==> src/rtl/pic_qphase_pkg.sv <==
// Shared types for the PIC16F84 phase sequencer: FSM states, instruction phases
// and the one-hot strobe encoding used to drive q1..q4.
package pic_qphase_pkg;

    localparam int TCY_W = 8;

    typedef enum logic [1:0] {
        ST_RESET = 2'd0,
        ST_PWRT  = 2'd1,
        ST_RUN   = 2'd2
    } state_t;

    typedef enum logic [1:0] {
        PH_Q1 = 2'd0,
        PH_Q2 = 2'd1,
        PH_Q3 = 2'd2,
        PH_Q4 = 2'd3
    } phase_t;

    function automatic phase_t next_phase(input phase_t p);
        return phase_t'(2'(p + 2'd1));
    endfunction

    // Bit 0 is q1, bit 3 is q4.
    function automatic logic [3:0] phase_onehot(input phase_t p);
        return 4'b0001 << p;
    endfunction

endpackage

==> src/rtl/pic_port_wrbuf.sv <==
// One-entry port-latch write buffer; a pending value reaches the pin latch only
// at the end of a Q1 cycle so drive levels never change mid-instruction.
module pic_port_wrbuf #(
    parameter int PORT_W = 8
) (
    input  logic              i_clk,
    input  logic              i_clr,
    input  logic              i_run,
    input  logic              i_q1,
    input  logic              i_wr_valid,
    input  logic [PORT_W-1:0] i_wr_data,
    output logic              o_wr_ready,
    output logic [PORT_W-1:0] o_port_lat
);

    logic              r_pend_v;
    logic [PORT_W-1:0] r_pend_d;
    logic [PORT_W-1:0] r_port_lat;
    logic              w_accept;
    logic              w_apply;

    // Handshake: a write transfers on any edge where i_wr_valid and o_wr_ready
    // are both high; o_wr_ready depends on registered state only, and a
    // requester must hold valid and data stable until that edge.
    assign o_wr_ready = i_run && (!r_pend_v || i_q1);
    assign w_accept   = i_wr_valid && o_wr_ready;
    assign w_apply    = i_q1 && r_pend_v;
    assign o_port_lat = r_port_lat;

    always_ff @(posedge i_clk) begin
        if (i_clr) begin
            r_pend_v   <= 1'b0;
            r_pend_d   <= '0;
            r_port_lat <= '0;
        end else begin
            if (w_apply) begin
                r_port_lat <= r_pend_d;
            end
            if (w_accept) begin
                r_pend_d <= i_wr_data;
                r_pend_v <= 1'b1;
            end else if (w_apply) begin
                r_pend_v <= 1'b0;
            end
        end
    end

endmodule

==> src/rtl/pic_qphase_ctrl.sv <==
// Instruction-phase sequencer: holds the core in reset under MCLR and the
// power-up timer, then rotates Q1..Q4 and counts completed instruction cycles.
module pic_qphase_ctrl
    import pic_qphase_pkg::*;
#(
    parameter int PWRT_CYCLES = 16,
    parameter int PORT_W      = 8
) (
    input  logic              i_clk,
    input  logic              i_rst,
    input  logic              i_mclr,
    input  logic              i_wr_valid,
    input  logic [PORT_W-1:0] i_wr_data,
    output logic              o_wr_ready,
    output logic              o_q1,
    output logic              o_q2,
    output logic              o_q3,
    output logic              o_q4,
    output logic              o_por_busy,
    output logic [PORT_W-1:0] o_port_lat,
    output logic [TCY_W-1:0]  o_tcy_cnt,
    output state_t            o_state
);

    localparam logic [15:0] PWRT_LAST = 16'(PWRT_CYCLES - 1);

    state_t            r_state;
    phase_t            r_phase;
    logic [3:0]        r_q;
    logic              r_por_busy;
    logic [15:0]       r_pwrt_cnt;
    logic [TCY_W-1:0]  r_tcy_cnt;
    logic              w_clr;
    logic              w_run;

    // Either source of reset takes effect on the very next edge.
    assign w_clr = i_rst || !i_mclr;
    assign w_run = (r_state == ST_RUN);

    always_ff @(posedge i_clk) begin
        if (w_clr) begin
            r_state    <= ST_RESET;
            r_phase    <= PH_Q1;
            r_q        <= 4'b0000;
            r_por_busy <= 1'b1;
            r_pwrt_cnt <= '0;
            r_tcy_cnt  <= '0;
        end else begin
            case (r_state)
                ST_PWRT: begin
                    if (r_pwrt_cnt == PWRT_LAST) begin
                        r_state    <= ST_RUN;
                        r_phase    <= PH_Q1;
                        r_q        <= phase_onehot(PH_Q1);
                        r_por_busy <= 1'b0;
                    end else begin
                        r_pwrt_cnt <= r_pwrt_cnt + 16'd1;
                    end
                end
                ST_RUN: begin
                    r_phase <= next_phase(r_phase);
                    r_q     <= phase_onehot(next_phase(r_phase));
                    if (r_phase == PH_Q4) begin
                        r_tcy_cnt <= r_tcy_cnt + 1'b1;
                    end
                end
                default: begin
                    r_state    <= ST_PWRT;
                    r_pwrt_cnt <= '0;
                    r_por_busy <= 1'b1;
                    r_q        <= 4'b0000;
                end
            endcase
        end
    end

    pic_port_wrbuf #(
        .PORT_W(PORT_W)
    ) u_wrbuf (
        .i_clk      (i_clk),
        .i_clr      (w_clr),
        .i_run      (w_run),
        .i_q1       (r_q[0]),
        .i_wr_valid (i_wr_valid),
        .i_wr_data  (i_wr_data),
        .o_wr_ready (o_wr_ready),
        .o_port_lat (o_port_lat)
    );

    assign o_q1       = r_q[0];
    assign o_q2       = r_q[1];
    assign o_q3       = r_q[2];
    assign o_q4       = r_q[3];
    assign o_por_busy = r_por_busy;
    assign o_tcy_cnt  = r_tcy_cnt;
    assign o_state    = r_state;

endmodule

==> config.mk <==
export PLATFORM = sky130hd
export DESIGN_NAME = pic_qphase_ctrl
export DESIGN_NICKNAME = d
export VERILOG_FILES = /design/src/rtl/pic_qphase_pkg.sv /design/src/rtl/pic_port_wrbuf.sv /design/src/rtl/pic_qphase_ctrl.sv
export SDC_FILE = /design/constraint.sdc
export NUM_CORES = 1
export LEC_CHECK = 0
export ABC_AREA = 1
export BUFFER_PORTS_ARGS = -buffer_cell sky130_fd_sc_hd__buf_2
export CAP_MARGIN = 20
export CORE_MARGIN = 1.5
export CORE_UTILIZATION = 55
export CTS_CLUSTER_SIZE = 40
export DETAILED_ROUTE_END_ITERATION = 10
export PLACE_DENSITY = 0.73
export SYNTH_ARGS = -nofsm -noshare
export SYNTH_HDL_FRONTEND = slang
export SYNTH_SLANG_ARGS = --single-unit
==> constraint.sdc <==
create_clock -name i_clk -period 2.1 [get_ports i_clk]
set_input_delay 0.525 -clock i_clk [delete_from_list [all_inputs] [get_ports i_clk]]
set_output_delay 0.525 -clock i_clk [all_outputs]
set_load 0.005 [all_outputs]
==> results of run 1 <==
cell usage after synthesis:
cell type / count
dfxtp_1: 50
buf_2: 2
nand3_2: 2
o21ai_0: 24
inv_1: 46
nand2_4: 2
nand4_1: 2
nor3_1: 2
a21boi_0: 1
inv_2: 4
nand2_2: 3
nor3_2: 1
buf_6: 4
a21oi_2: 11
buf_1: 1
ha_1: 8
nand3b_1: 1
buf_4: 1
o21ai_1: 8
clkbuf_1: 3
a21oi_1: 29
nand3_1: 29
nor2_2: 6
nor2_1: 39
nand2_1: 84
layout make-up:
cell class                      count  share of cell area, %
Clock inverter                      3                   1.73
Timing Repair Buffer               38                   6.99
Inverter                           50                   6.64
Clock buffer                        5                   2.43
Multi-Input combinational cell    252                   44.5
Tap cell                           52                   2.30
Sequential cell                    50                   35.4
state kept, by name, summed over array words and instances (netlist names), 2 cells and up:
signal              cells
o_state                 2
u_wrbuf.r_pend_d        8
r_pwrt_cnt             16
r_q                     4
u_wrbuf.o_port_lat      8
r_phase                 2
o_tcy_cnt               8
worst max-delay path: cells and delay by family (launching register included):
kind / cells / cell delay (ns)
adders and majority gates: 1 / 0.28
DFF: 1 / 0.35
buffers and inverters: 3 / 0.32
AOI/OAI and AO/OA: 1 / 0.13
layer usage:
layer  GRT usage [%]  vias up  share of wire, %
li1                -     1216                 -
met1            27.8     1030                48
met2            37.3       62                46
met3            5.13        8               5.1
met4            7.13        0               1.5
met5               0        -                 0
cells by family after synthesis:
logic type | Yosys count | synth area share [%]
buf+inv | 61 | 10.5
flops | 50 | 39.7
compound gates | 73 | 16.2
simple gates | 171 | 29.6
fa+ha+maj | 8 | 3.97
cell usage in the layout, fill, tap and decap left out, types with 4 or more instances in the layout:
| cell | netlist | final |
|---|---|---|
| nor2_1 | 39 | 39 |
| a21oi_1 | 29 | 29 |
| inv_2 | 4 | 4 |
| dfxtp_1 | 50 | 50 |
| ha_1 | 8 | 7 |
| nor2_2 | 6 | 6 |
| a21oi_2 | 11 | 11 |
| clkbuf_8 | 0 | 5 |
| o21ai_0 | 24 | 24 |
| nand3_1 | 29 | 29 |
| o21ai_1 | 8 | 8 |
| nand2_1 | 84 | 84 |
| buf_2 | 2 | 35 |
| inv_1 | 46 | 46 |
how the worst max path moves through the flow:
stage                                       end                    start
2_1_floorplan     u_wrbuf.r_pend_v$_SDFFE_PP0P_  o_state[0]$_SDFFE_PP0P_
5_1_grt                              o_wr_ready  o_state[0]$_SDFFE_PP0P_
3_3_place_gp   u_wrbuf.r_pend_d[1]$_SDFFE_PP0P_  o_state[0]$_SDFFE_PP0P_
4_1_cts                              o_wr_ready  o_state[0]$_SDFFE_PP0P_
3_5_place_dp   u_wrbuf.r_pend_d[1]$_SDFFE_PP0P_  o_state[0]$_SDFFE_PP0P_
6_report                             o_wr_ready  o_state[0]$_SDFFE_PP0P_
power groups by stage:
stage                     clock network [mW]  registers (mW)  logic (mW)
after floorplan                            0           0.981      0.0702
after global placement                     0           0.980      0.0982
after detailed placement                   0           0.981      0.0993
after CTS                              0.727           0.959      0.0999
after global routing                   0.757           0.960       0.115
final                                  0.711           0.959       0.100
repair_timing:
action,in CTS,in global routing
resized for setup,0,1
hold buffers,0,0
endpoints found under the setup margin,0,1
==> results.tsv, run 1 <==
metric	value	unit
final count of hold timing violations	0	
worst-path cell chain	inv_1, ha_2, inv_2, a21oi_2, buf_2	
post-CTS setup buffers	0	
first-pass GRT wire length	9030	um
HPWL after DPL	3660	um
required time worst endpoint	1.57	ns
combinational share of power	5.7	%
type of the worst min-delay path	reg2reg	
Ports	36	
drt first pass iters	4	
Final period util	91.2	%
total congestion overflow	0	
CORE AREA	4380	sq um
CP Capture Type	primary output	
hold path depth	2	
critical path class	reg2out	
Worst Clk Skew	0.00792	ns
Post-Syn Area	2520	sq um
Layout Cells excl Fill	450	
pwr dens	626	nW/um^2
CTS sink cnt	50	
total track usage	22.0	%
Net Sw Power	0.419	mW
vias	2316	
Nets	417	
hold_sp	o_por_busy$_SDFFE_PP1P_	
Layout Area Growth over Synthesis	12.1	%
latest clock arrival within the worst-skew pair	0.31	ns
Root Buffer	clkbuf_8	
Post-Synthesis Cells	363	
layout cells sized above 1	19.1	%
Syn Nets	383	
unrepaired setup endpoints after global routing	no	
min Tclk post-route	1.92	ns
largest area contributor in the netlist	dfxtp_1	
Die Y	70.7	um
Worst Hold Path EP	o_por_busy$_SDFFE_PP1P_	
Clk pwr share	40.2	%
Critical R2R Launch	r_pwrt_cnt[1]$_SDFFE_PP0P_	
Multi-input gate area	1260	sq um
# DRC	0	
CTS tree	built	
initial core utilization	57.5	%
crit path DAT	1.39	ns
leakage power	1.17	nW
maximum vdd drop	0.437	mV
Int Pwr	1.35	mW
First DRT Iteration DRCs	191	
largest net degree at the start of global routing	34	
antenna viol nets, final	0	
placed cell areas	2710	sq um
Reg-to-Reg End	r_pwrt_cnt[8]$_SDFFE_PP0P_	
critical path startpoint category	flop	
RePlAce Congestion	0.841	
port buffer count	35	
row count	24	
Max Cap Violations	0	
Final setup viols	0	
Reg2Reg Setup Slack	0.41	ns
Clock Pin Slew Worst Setup and Hold Paths	0.10	ns
Overall Power	1.77	mW
Synthesis Warnings	0	
slowest CP cell	dfxtp_1	
CP max stage delay	0.35	ns
Vias per Instance	5.15	
sequential share of power	54.2	%
die area	5000	sq um
crit path max fanout	9	
total CTS buffers	5	
status	completed	
H-tree depth	2	
DR WL/cell	11.6	um
Antenna Cells	0	
register area	1000	sq um
post-synth top area share	39.7	%
setup TNS	0	ns
worst-case clock buffer depth	2	
Filler Cell Count	389	
post-synthesis sequential area ratio	39.7	%
Slew @ Worst Pin	0.455	ns
hold_ws	0.454	ns
Placed Cells	442	
R2R depth	10	
final WL	5210	um
Rel. slew slack	69.6	%
Synth Area per Inst	6.95	sq um
final core occ	64.5	%
Sw Ratio	23.7	%
Final Cell Area	2830	sq um
post-placement worst setup slack	0.299	ns
Synth area leaders	dfxtp_1 40%, nand2_1 13%, inv_1 6.8%	
synthesis-stage register bit count	50	
Final Max Tran Viols	0	
Fmax achieved	522	MHz
PnR worst setup slack	0.184	ns
post-synthesis cell type count	25	
vias in the first global route	2114	
initial antenna violation count	0	
die width	70.7	um
No activity file was read; power rests on OpenSTA's default activity.
==> inputs of run 2 (changes only) <==
PLACE_DENSITY = 0.77   (was 0.73)
==> run 2 against run 1 <==
  * Die area unchanged
  * Setup slack improved by 0.040 ns
  * Critical endpoint unchanged
  * Register-to-register slack about the same
  * Clock power decreased by 0.6%
==> results.tsv, run 2 (synthesis results as in run 1) <==
metric	value	unit
row count	24	
die width	70.7	um
Clock Pin Slew Worst Setup and Hold Paths	0.10	ns
Layout Area Growth over Synthesis	11.8	%
status	completed	
pwr dens	625	nW/um^2
initial antenna violation count	0	
Antenna Cells	0	
Multi-input gate area	1260	sq um
Final Max Tran Viols	0	
maximum vdd drop	0.361	mV
Slew @ Worst Pin	0.480	ns
Nets	416	
critical path startpoint category	flop	
slowest CP cell	dfxtp_1	
Ports	36	
total track usage	22.1	%
Rel. slew slack	67.9	%
Vias per Instance	5.11	
Overall Power	1.76	mW
Sw Ratio	23.5	%
antenna viol nets, final	0	
drt first pass iters	4	
Filler Cell Count	392	
post-CTS setup buffers	0	
Crit path max-delay family	flip-flops	
Net Sw Power	0.415	mW
# DRC	0	
min Tclk post-route	1.88	ns
Layout Cells excl Fill	449	
setup TNS	0	ns
WP buf/inv	3	
RePlAce Congestion	0.872	
H-tree depth	2	
port buffer count	35	
Int Pwr	1.35	mW
required time worst endpoint	1.57	ns
First DRT Iteration DRCs	139	
CP Capture Type	primary output	
most common cell after layout, fill and taps aside	nand2_1	
Final period util	89.3	%
Placed Cells	441	
latest clock arrival within the worst-skew pair	0.31	ns
unrepaired setup endpoints after global routing	no	
DR WL/cell	11.3	um
Max Cap Violations	0	
Die Y	70.7	um
worst-case clock buffer depth	2	
crit path DAT	1.35	ns
Top reg by flops	r_pwrt_cnt	
vias	2293	
HPWL after DPL	3610	um
vias in the first global route	2206	
total congestion overflow	0	
Fmax achieved	533	MHz
final WL	5080	um
total CTS buffers	5	
Final setup viols	0	
initial core utilization	57.5	%
largest net degree at the start of global routing	34	
max reg flops	16	
layout cells sized above 1	18.9	%
final core occ	64.3	%
combinational share of power	5.5	%
final count of hold timing violations	0	
sequential share of power	54.4	%
Worst Clk Skew	0.0160	ns
first-pass GRT wire length	9150	um
type of the worst min-delay path	reg2reg	
CORE AREA	4380	sq um
crit path max fanout	9	
leakage power	1.17	nW
Root Buffer	clkbuf_8	
commonest non-fill, non-tap cells in the layout	84 x nand2_1, 50 x dfxtp_1, 46 x inv_1, 39 x nor2_1, 35 x buf_2	
worst-path cell chain	inv_1, ha_2, inv_2, a21oi_2, buf_2	
die area	5000	sq um
register area	1000	sq um
critical path class	reg2out	
CTS sink cnt	50	
CTS tree	built	
Clk pwr share	40.1	%
CP max stage delay	0.34	ns
[run 2: what timing repair did]
action,in CTS,in global routing
setup endpoints to repair,0,1
gates resized for setup,0,1
hold buffers,0,0
[run 2: path summary, 6_finish.rpt]
path                                     from  cells after the start  slack, ns                               end
max                   o_state[0]$_SDFFE_PP0P_                      5       0.22                        o_wr_ready
max reg2reg           o_state[0]$_SDFFE_PP0P_                      7       0.40  u_wrbuf.r_pend_d[0]$_SDFFE_PP0P_
min reg2reg  u_wrbuf.r_pend_d[3]$_SDFFE_PP0P_                      2       0.46  u_wrbuf.r_pend_d[3]$_SDFFE_PP0P_
min          u_wrbuf.r_pend_d[3]$_SDFFE_PP0P_                      2       0.46  u_wrbuf.r_pend_d[3]$_SDFFE_PP0P_
[run 2: layer usage]
metal	GRT usage, %	share of wire [%]	vias up
met4	9.01	1.7	0
met2	36.9	46	35
met3	3.85	3.6	9
met1	28.2	49	1029
li1	-	-	1220
met5	0	0	-
[run 2: area by class of cell]
type / count / area share (%)
clock buffer: 5 / 2.44
multi-input combinational: 252 / 44.6
clock inverter: 3 / 1.69
inverter: 50 / 6.66
sequential: 50 / 35.5
tap: 52 / 2.31
timing repair buffer: 37 / 6.75
[run 2: power by group through the flow]
stage / registers (mW) / clock network [mW] / logic, mW
4_1_cts: 0.959 / 0.720 / 0.0962
5_1_grt: 0.960 / 0.755 / 0.111
2_1_floorplan: 0.981 / 0 / 0.0702
3_3_place_gp: 0.980 / 0 / 0.0942
3_5_place_dp: 0.981 / 0 / 0.0957
6_report: 0.959 / 0.707 / 0.0964
[run 2: metrics by stage]
stage	area, sq um	setup WS (ns)	hold slack, ns
after floorplan	2520	0.630	0.429
after global placement	2700	0.414	0.423
after detailed placement	2700	0.338	0.450
after CTS	2820	0.114	0.465
after global routing	2820	0.112	0.490
final	2820	0.224	0.462
[run 2: worst min-delay path: stages (launching register included)]
cell	delay, ns
dfxtp_1	0.31
inv_1	0.06
a21oi_1	0.05
